[config.mk]
export PLATFORM = sky130hd
export DESIGN_NAME = rtc_field_seq_loader
export DESIGN_NICKNAME = d
export VERILOG_FILES = /design/src/rtl/rtc_field_seq_loader.sv
export SDC_FILE = /design/constraint.sdc
export NUM_CORES = 1
export LEC_CHECK = 0
export ABC_AREA = 0
export BUFFER_PORTS_ARGS = -buffer_cell sky130_fd_sc_hd__buf_2
export CAP_MARGIN = 20
export CORE_ASPECT_RATIO = 0.9
export CORE_MARGIN = 2
export CORE_UTILIZATION = 55
export DETAILED_ROUTE_END_ITERATION = 16
export GPL_TIMING_DRIVEN = 0
export PLACE_DENSITY = 0.88
export SKIP_LAST_GASP = 1
export SLEW_MARGIN = 0
export SYNTH_ARGS = -nofsm -noshare
export SYNTH_HDL_FRONTEND = slang
export SYNTH_SLANG_ARGS = --single-unit
[constraint.sdc]
create_clock -name clk -period 3 [get_ports clk]
set_clock_uncertainty 0.1 [all_clocks]
set_input_delay 0.15 -clock clk [delete_from_list [all_inputs] [get_ports clk]]
set_output_delay 0.15 -clock clk [all_outputs]
set_load 0.1 [all_outputs]
[src/rtl/rtc_field_seq_loader.sv]
// rtc_field_seq_loader: snapshots NUM_FIELDS RTC fields and writes them to the register bank over req/ack.
// Optional FIELD_BCD_CHECK_EN skips fields holding a non-BCD nibble and raises sticky bcd_err.
module rtc_field_seq_loader #(
   parameter int DATA_W     = 8,
   parameter int NUM_FIELDS = 9,
   parameter int ADDR_W     = 4,
   parameter int ADDR_BASE  = 0
) (
   input  logic                         clk,
   input  logic                         rst_n,
   input  logic                         start,
   input  logic                         abort,
   input  logic [NUM_FIELDS*DATA_W-1:0] fields_in,
   input  logic                         wr_ack,
   output logic                         wr_en,
   output logic [ADDR_W-1:0]            wr_addr,
   output logic [DATA_W-1:0]            wr_data,
   output logic                         busy,
   output logic                         done,
   output logic                         bcd_err
);
   localparam int IDX_W = NUM_FIELDS > 1 ? $clog2(NUM_FIELDS) : 1;
   localparam logic [ADDR_W-1:0] BASE = ADDR_W'(ADDR_BASE);
   localparam logic [IDX_W-1:0] LAST = IDX_W'(NUM_FIELDS - 1);
   typedef enum logic [1:0] {IDLE, SNAP, WRITE, DONE} state_t;
   state_t state, state_n;
   logic [IDX_W-1:0] idx, idx_n, nxt_idx;
   logic [NUM_FIELDS*DATA_W-1:0] snap, snap_n, src;
   logic [DATA_W-1:0] nxt_data, wr_data_n;
   logic [ADDR_W-1:0] wr_addr_n;
   logic wr_en_n, busy_n, done_n, bcd_err_n, nxt_bad;
`ifdef FIELD_BCD_CHECK_EN
   function automatic logic bad_bcd(input logic [DATA_W-1:0] v);
      bad_bcd = 1'b0;
      for (int i = 0; i < DATA_W / 4; i++) bad_bcd |= (v[i*4 +: 4] > 4'd9);
   endfunction
   assign nxt_bad = bad_bcd(nxt_data);
`else
   assign nxt_bad = 1'b0;
`endif
   // The field presented next comes straight from fields_in while snapshotting, so the first write is not delayed.
   assign src      = state == SNAP ? fields_in : snap;
   assign nxt_idx  = (state == SNAP || idx == LAST) ? '0 : idx + IDX_W'(1);
   assign nxt_data = src[nxt_idx*DATA_W +: DATA_W];
   always_comb begin
      state_n   = state;
      idx_n     = idx;
      snap_n    = snap;
      wr_en_n   = 1'b0;
      wr_addr_n = wr_addr;
      wr_data_n = wr_data;
      busy_n    = 1'b0;
      done_n    = 1'b0;
      bcd_err_n = bcd_err;
      case (state)
         IDLE: begin
            state_n = start ? SNAP : IDLE;
            busy_n  = start;
         end
         SNAP: begin
            state_n   = WRITE;
            snap_n    = fields_in;
            idx_n     = '0;
            bcd_err_n = 1'b0;
            busy_n    = 1'b1;
            wr_en_n   = !nxt_bad;
            wr_addr_n = BASE + ADDR_W'(nxt_idx);
            wr_data_n = nxt_data;
         end
         WRITE: begin
            busy_n    = 1'b1;
            wr_en_n   = wr_en;
            bcd_err_n = bcd_err | !wr_en;
            // wr_en low in WRITE marks a skipped field: advance without waiting for an ack
            if (wr_ack || !wr_en) begin
               if (idx == LAST) begin
                  state_n = DONE;
                  idx_n   = '0;
                  busy_n  = 1'b0;
                  done_n  = 1'b1;
                  wr_en_n = 1'b0;
               end else begin
                  idx_n     = nxt_idx;
                  wr_en_n   = !nxt_bad;
                  wr_addr_n = BASE + ADDR_W'(nxt_idx);
                  wr_data_n = nxt_data;
               end
            end
         end
         default: state_n = IDLE;
      endcase
      if (abort) begin
         state_n = IDLE;
         idx_n   = '0;
         wr_en_n = 1'b0;
         busy_n  = 1'b0;
         done_n  = 1'b0;
      end
   end
   always_ff @(posedge clk or negedge rst_n) begin
      if (!rst_n) begin
         state   <= IDLE;
         idx     <= '0;
         snap    <= '0;
         wr_en   <= 1'b0;
         wr_addr <= BASE;
         wr_data <= '0;
         busy    <= 1'b0;
         done    <= 1'b0;
         bcd_err <= 1'b0;
      end else begin
         state   <= state_n;
         idx     <= idx_n;
         snap    <= snap_n;
         wr_en   <= wr_en_n;
         wr_addr <= wr_addr_n;
         wr_data <= wr_data_n;
         busy    <= busy_n;
         done    <= done_n;
         bcd_err <= bcd_err_n;
      end
   end
endmodule

; Yosys cells after proc, flatten, opt, wreduce, memory -nomap -nowiden
; Cells that the tools add are included.
[classes]
n_addsub = 1
n_mul = 0
div_mod_pow = 0
magnitude_cmp = 0
n_eq_ne = 7
shifts = 1
mux = 29
bitwise_logic = 1
reduce_logical = 9
[ops]
columns = operator, n
row1 = $mux W72, 1
row2 = $shiftx A72 B8 Y8, 1
row3 = $mux W4, 6
row4 = $mux W8, 2
row5 = $pmux W4 S2, 2
row6 = $pmux W8 S2, 1
row7 = $mux W1, 10
row8 = $mux W2, 3
row9 = $ne A3 B3 Y1 const B, 2
row10 = $pmux W2 S3, 1
row11 = $add A4 B1 Y4 const B, 1
row12 = $eq A4 B4 Y1 const B, 1
row13 = $ne A2 B2 Y1 const B, 2
row14 = $pmux W1 S2, 2
row15 = $reduce_and A2 Y1, 2
row16 = $pmux W1 S3, 1
row17 = $reduce_and A3 Y1, 1
row18 = $reduce_bool A3 Y1, 1
row19 = $eq A2 B1 Y1 const B, 1
row20 = $eq A2 B2 Y1 const B, 1
row21 = $logic_not A2 Y1, 1
row22 = $logic_or A1 B1 Y1, 2
row23 = $reduce_bool A2 Y1, 1
row24 = $logic_not A1 Y1, 1
row25 = $or A1 B1 Y1, 1
[word_totals]
ff_bits = 94
latch_bits = 0
ramBits = 0
rom_bits = 0
input_bits = 77
out_inout_bits = 16
n_memories = 0

; Longest topological paths before layout
; Gate-level depths: netlist (run 1).
[logic_depth]
word_depth = 7
ltp_mapped = 11

; Worst setup path before layout (run 1)
; Ideal clock, no wire load.
[synth_timing]
path_type = reg2reg
start = reg idx[0]
end = reg wr_data[3]
setup_time_ns = 0.137
arrival_time_ns = 2.201
t_required_ns = 2.763
path_slack_ns = 0.563
stages_incl_launch_ff = 12
n_path_buf = 4
synth_period_minus_slack_ns = 2.437
path_cell_list = dfrtp_1 > buf_2 > buf_2 > inv_1 > ha_1 > and3b_1 > buf_6 > nor3_4 > buf_2 > a211oi_1 > o211ai_1 > o211ai_1
[synth_via]
elab_chain_cells = 7
elab_cells_between_ends = 10
classes_between = 1 x add/sub / 2 x eq/ne / 1 x shift / 4 x mux / 2 x reduce/logical
[synth_rtl]
columns = item, line_no
row1 = start: declaration, 27  ; logic [IDX_W-1:0] idx, idx_n, nxt_idx;
row2 = start signal: assignment, 113  ; idx <= idx_n;
row3 = branches (longest 7 deep; another with $add A4 B1 Y4), -
row4 = end signal: assignment, 117  ; wr_data <= wr_data_n;
row5 = end: declaration, 17  ; output logic [DATA_W-1:0] wr_data,
; Several ways; the timed one is not identified. The select of a mux whose other input is x is not followed.
; A chain may end at the register's enable or synchronous reset.

; Worst setup path after layout (run 1)
[layout_timing]
start = reg idx[0]
end = reg wr_data[6]
; Same word-level chain as after synthesis.

==> results.yml, run 1 <==
sta:
  finalMaxSlewViolations: 0
  fin_crit_sh_pct: 96.5
  tightestPinTransition_ps: 560
  layout_min_cycle_time_ps: 2900
  clock.fmax_ghz: 0.345
  setup_ws_ps: 104
  maxSlewHeadroom_pct: 62.6
  final-hold-violation-count: 0
  finalSetupViolations: 0
  rsz0062_at_grt: "yes"
worst_setup_path:
  path_class: "reg -> reg"
  arrival_ps: 3100
  endpoint: "wr_data[6]$_DFFE_PN0P_"
  worstReg2RegEnd: "wr_data[6]$_DFFE_PN0P_"
  reg2reg_depth: 10
  critPathLaunch: "idx[0]$_DFFE_PN0P_"
  end_kind: "flop"
  worstPathMaxFanout: 10
  start_kind: "flop"
  cp.required_ps: 3200
  rrSetupSlack_ps: 100
  r2r-start: "idx[0]$_DFFE_PN0P_"
pwr:
  p_leak_uw: 0.00274
  power_density_mw_per_mm2: 994
  ir_drop_v: 0.000587
min_path:
  min_path_type: "in -> reg"
  min_from: "abort"
drt:
  first_pass_iters: 6
  ant_nets: 0
  num_vias: 4167
  vias_per_cell: 6.01
  routed_wl_microns: 13400
  wl_per_cell_microns: 19.4
  drt_iter0_drc: 385
  drcViolationCount: 0
cells_and_area:
  final_util_pct: 76.4
  nFillCells: 521
  drive_above_1_share_pct: 34.9
  multiInputGateArea_sq_mm: 0.00199
  syn2layout_area_growth_pct: 34.2
  fin_nets: 672
  regArea_sq_mm: 0.00235
synthesis:
  synth_top_cell_area_share_pct: 51.2
  synthTopCellsByArea: "dfrtp_1, mux2_2, a21oi_1"
  synth.cell_area_sq_mm: 0.00459
  synth_cells: 412
  synth_seq_cells: 94
  synth_nets: 495
  synth_flop_cell: "dfrtp_1"
  yosysUniqueCellTypes: 45
  synth_sequential_area_ratio_pct: 51.2
  synth_common_cells: "dfrtp_1, mux2_2, a21oi_1"
  synth_top_area_cell: "dfrtp_1"
  ys.warnings.count: 0
  synth_edf_count: 0
  synth.avg_cell_area_sq_um: 11.2
  async_flop_share_pct: 100
  yosys.cell_count.top_type: "dfrtp_1"
job:
  maxCapViolCount: 0
grt:
  grt_remaining_overflow: 0
  gr-usage-all-layers_pct: 30.7
  grt_pass1_vias: 4227
  grt_pass1_wl_microns: 21600
  antenna_found_initial: 1
  grt_max_degree: 52
placement:
  pre_cts_ws_ps: 99.5
  io_buffer_count: 91
  place_hpwl_microns: 8960
  gp_congestion: 0.951
cts:
  cts_sinks: 94
  clk_pin_slew_ps: 90
  clockBufferDepth: 2
  htree_num_levels: 3
  cts_tree: "done"
  clkLatencyLatePin_ps: 370
  cts_root_buf: "clkbuf_8"
  post_cts_buffers: 0
  numCtsBuffers: 9
floorplanning:
  core-area_sq_mm: 0.00807
  die_w_microns: 100
  num_rows: 31
  dieHeight_microns: 90.7
  dieArea_sq_mm: 0.00910
  io_pins: 93
  start_util_pct: 56.9
run_status:
  status: "finished clean"
## stage by stage
| stage | cells | total power, uW | hold slack (ps) | instance area [sq um] | TNS, ps |
|---|---|---|---|---|---|
| floorplan | 412 | 4330 | -246 | 4590 | 0 |
| global placement | 602 | 4960 | 261 | 5170 | 0 |
| detailed placement | 603 | 5110 | 77.0 | 5200 | 0 |
| CTS | 692 | 6020 | 40.1 | 6140 | 0 |
| global route | 693 | 6460 | 71.7 | 6170 | -11.5 |
| finish | 693 | 6130 | 45.5 | 6170 | 0 |
## what timing repair did
action / 4_1_cts / 5_1_grt
setup endpoints to repair: 0 / 8
gates resized for setup: 0 / 12
hold buffers: 74 / 0
hold endpoints to repair: 116 / 0
## sequential cells by signal, indices dropped and copies added, names as in the netlist
signal,cells
wr_addr,4
idx,4
snap,72
wr_en,1
bcd_err,1
busy,1
done,1
state,2
wr_data,8
## worst min-delay path by stage
stage	to	slack, ps	cells past startpoint
global route	idx[1]$_DFFE_PN0P_	70	2
floorplan	bcd_err$_DFFE_PN0N_	-250	0
CTS	idx[3]$_DFFE_PN0P_	40	2
finish	idx[0]$_DFFE_PN0P_	50	2
global placement	snap[42]$_DFF_PN0_	260	3
detailed placement	snap[26]$_DFF_PN0_	80	1
## layout make-up
type	count	area share (%)
Clock inverter	6	1.12
Buffer	33	3.19
Inverter	22	1.34
Tap cell	99	2.01
Timing Repair Buffer	166	19.9
Antenna cell	1	0.0406
Clock buffer	9	2.01
Sequential cell	94	38.2
Multi-Input combinational cell	263	32.2
## where the power goes
group / leakage [uW] / internal (uW) / switching [uW]
Combinational: 0.00151 / 1210 / 1960
Clock: 0.0000965 / 388 / 444
Sequential: 0.00113 / 1860 / 274
Total: 0.00274 / 3450 / 2680
## cells by family (layout without fill, tap and decap cells)
group	after synthesis	after routing	share of synthesized area, %
other	0	1	0
AOI/OAI and AO/OA	106	106	14.7
adders and majority gates	6	6	1.63
muxes	67	67	16.3
buffers and inverters	55	236	5.94
DFF	94	94	51.2
and+or+nand+nor	84	84	10.2
## per-layer routing
metal	GRT usage (%)	wire, microns
met5	0	0
met1	41.3	5480
met3	6.73	1150
met4	10.5	367
met2	49.2	6420
## cells in the final DEF (no fill, tap or decap), drive strengths merged, types with 2 or more instances in the layout
cell         netlist  routed
nand4              3       3
nor4              11      11
ha                 6       6
nor2               9       9
mux2              61      61
dlygate4sd3        0      74
or3                4       4
a211oi            10      10
o221ai             3       3
a21oi             38      38
a311oi             2       2
o21ai             18      18
nand3b             5       5
nand2b             5       5
inv               22      25
a21o               3       3
nand4b             2       2
buf               28     119
nand3              2       2
a2111oi            2       2
dfrtp             94      94
o22ai              4       4
mux2i              6       6
nor3              15      15
o211ai            11      11
clkbuf             5      15
and2               3       3
nand2             22      22
a22oi              8       8
o2111ai            4       4
## critical path, cell delays in order (launching register included)
cell	delay, ps
dfrtp_2	490
buf_2	250
buf_2	240
inv_1	70
ha_1	260
nand3b_1	310
buf_2	310
a21oi_1	140
a211oi_1	340
o211ai_1	180
nand4_1	130
No activity file was read; power rests on OpenSTA's default activity.
==> run 2: changes to the inputs <==
--- a/config.mk
+++ b/config.mk
@@ -13,7 +13,7 @@
 export CORE_UTILIZATION = 55
 export DETAILED_ROUTE_END_ITERATION = 16
 export GPL_TIMING_DRIVEN = 0
-export PLACE_DENSITY = 0.88
+export PLACE_DENSITY = 0.86
 export SKIP_LAST_GASP = 1
 export SLEW_MARGIN = 0
 export SYNTH_ARGS = -nofsm -noshare
==> results.yml, run 2 (synthesis gave the netlist of run 1 again) <==
pwr:
  p_clk_share_pct: 16.2
  fin_total_pwr_uw: 6260
  p_switching_uw: 2660
  swShare_pct: 42.5
  seq_power_share_pct: 34.0
  p_leak_uw: 0.00276
  power_density_mw_per_mm2: 1010
  ir_drop_v: 0.000490
  intPower_uw: 3600
  combPwrFrac_pct: 49.8
cells_and_area:
  syn2layout_area_growth_pct: 35.0
  fin_nets: 672
  final_common_cell: "buf_2"
  drive_above_1_share_pct: 34.7
  final_util_pct: 76.9
  reg_top3: "snap (72), wr_data (8)"
  layout_common_cells: "buf_2, dfrtp_1, dlygate4sd3_1"
  largest_reg_flops: 72
  final_cells: 694
  nFillCells: 518
  largest-register: "snap"
sta:
  fin_crit_sh_pct: 95.0
  clock.fmax_ghz: 0.351
  rsz0062_at_grt: "no"
  fin_setup_tns_ps: 0
  final-hold-violation-count: 0
  finalSetupViolations: 0
  layout_min_cycle_time_ps: 2850
  hold_slack_ps: 49.6
  maxSlewHeadroom_pct: 66.8
  finalMaxSlewViolations: 0
  tightestPinTransition_ps: 502
floorplanning:
  dieHeight_microns: 90.7
  start_util_pct: 56.9
  num_rows: 31
  die_w_microns: 100
  io_pins: 93
  core-area_sq_mm: 0.00807
  dieArea_sq_mm: 0.00910
placement:
  io_buffer_count: 91
  place_hpwl_microns: 8730
  placedCellCount: 603
  gp_congestion: 0.915
drt:
  vias_per_cell: 5.88
  first_pass_iters: 5
  ant_nets: 0
  routed_wl_microns: 12900
  drt_iter0_drc: 394
  drcViolationCount: 0
  wl_per_cell_microns: 18.5
  num_vias: 4082
worst_setup_path:
  critPathMaxStageDelay_ps: 480
  end_kind: "flop"
  path_common_cell: "buf_2"
  arrival_ps: 3000
  path_buf_inv: 5
  critPathLaunch: "idx[0]$_DFFE_PN0P_"
  r2r-start: "idx[0]$_DFFE_PN0P_"
  start_kind: "flop"
  worstPathMaxFanout: 10
  cp.required_ps: 3150
  cp_top_family: "buffers and inverters"
  critPathSlowestCell: "dfrtp_2"
  reg2reg_depth: 11
  worstReg2RegEnd: "wr_data[3]$_DFFE_PN0P_"
  rrSetupSlack_ps: 150
  path_class: "reg -> reg"
  worstPathCellList: "buf_2 -> buf_2 -> inv_1 -> ha_1 -> nand2b_1 -> buf_2 -> nor2_1 -> buf_2 -> a211oi_1 -> o211ai_1 -> o211ai_1"
  crit_cells: 11
cts:
  post_cts_buffers: 0
  clkLatencyLatePin_ps: 380
  numCtsBuffers: 9
  cts_sinks: 94
  clk_pin_slew_ps: 100
  cts_root_buf: "clkbuf_8"
  cts_tree: "done"
  htree_num_levels: 3
  clockBufferDepth: 2
min_path:
  min_to: "idx[3]$_DFFE_PN0P_"
  holdPathStages: 2
  min_from: "abort"
  min_path_type: "in -> reg"
run_status:
  status: "finished clean"
grt:
  grt_max_degree: 61
  grt_pass1_vias: 4119
  grt_pass1_wl_microns: 20300
  antenna_found_initial: 1
  gr-usage-all-layers_pct: 29.0
  grt_remaining_overflow: 0
job:
  maxCapViolCount: 0
run 2: cell type report:
type	instances	area, sq um	share of cell area [%]
sequential	94	2350	37.9
clock inverter	7	118	1.90
tap	99	124	2.00
inverter	22	82.6	1.33
timing repair buffer	166	1230	19.8
multi-input combinational	263	1980	31.9
antenna	1	2.50	0.0403
clock buffer	9	124	2.00
buffer	33	193	3.11
run 2: what timing repair did:
| action | CTS | global route |
|---|---|---|
| endpoints found under the hold margin | 108 | 0 |
| gates resized for setup | 0 | 7 |
| endpoints found under the setup margin | 0 | 8 |
| hold buffers | 74 | 0 |
run 2: routing by layer:
metal	part of all wire, %	track usage [%]	vias to the layer above
met1	44	39.5	1957
met2	46	46.4	222
met4	3.2	11.2	0
met3	7.1	5.03	40
li1	-	-	1863
met5	0	0	-
run 2: power by group through the flow:
stage	logic, uW	clock network (uW)	registers [uW]
2_1_floorplan	1770	0	2550
3_3_place_gp	2850	0	2100
3_5_place_dp	2950	0	2140
4_1_cts	3040	1020	2110
5_1_grt	3320	1070	2180
6_report	3120	1020	2130
run 2: worst max path at each step:
stage | to | slack [ps]
final | wr_data[3]$_DFFE_PN0P_ | 150
after global routing | wr_data[6]$_DFFE_PN0P_ | 60
after CTS | wr_data[0]$_DFFE_PN0P_ | 100
after detailed placement | wr_data[3]$_DFFE_PN0P_ | 140
after global placement | wr_data[2]$_DFFE_PN0P_ | 240
after floorplan | wr_data[3]$_DFFE_PN0P_ | 560
run 2: per-stage QoR:
| step | worst slack (ps) | instance area [sq um] |
|---|---|---|
| after global placement | 239 | 5170 |
| after global routing | 63.8 | 6200 |
| after floorplan | 563 | 4590 |
| final | 151 | 6200 |
| after detailed placement | 142 | 5200 |
| after CTS | 102 | 6190 |
run 2: worst reg2reg max path: stages (launching register included):
cell	delay, ps
dfrtp_2	480
buf_2	250
buf_2	250
inv_1	70
ha_1	400
nand2b_1	90
buf_2	190
nor2_1	200
buf_2	290
a211oi_1	90
o211ai_1	210
o211ai_1	120
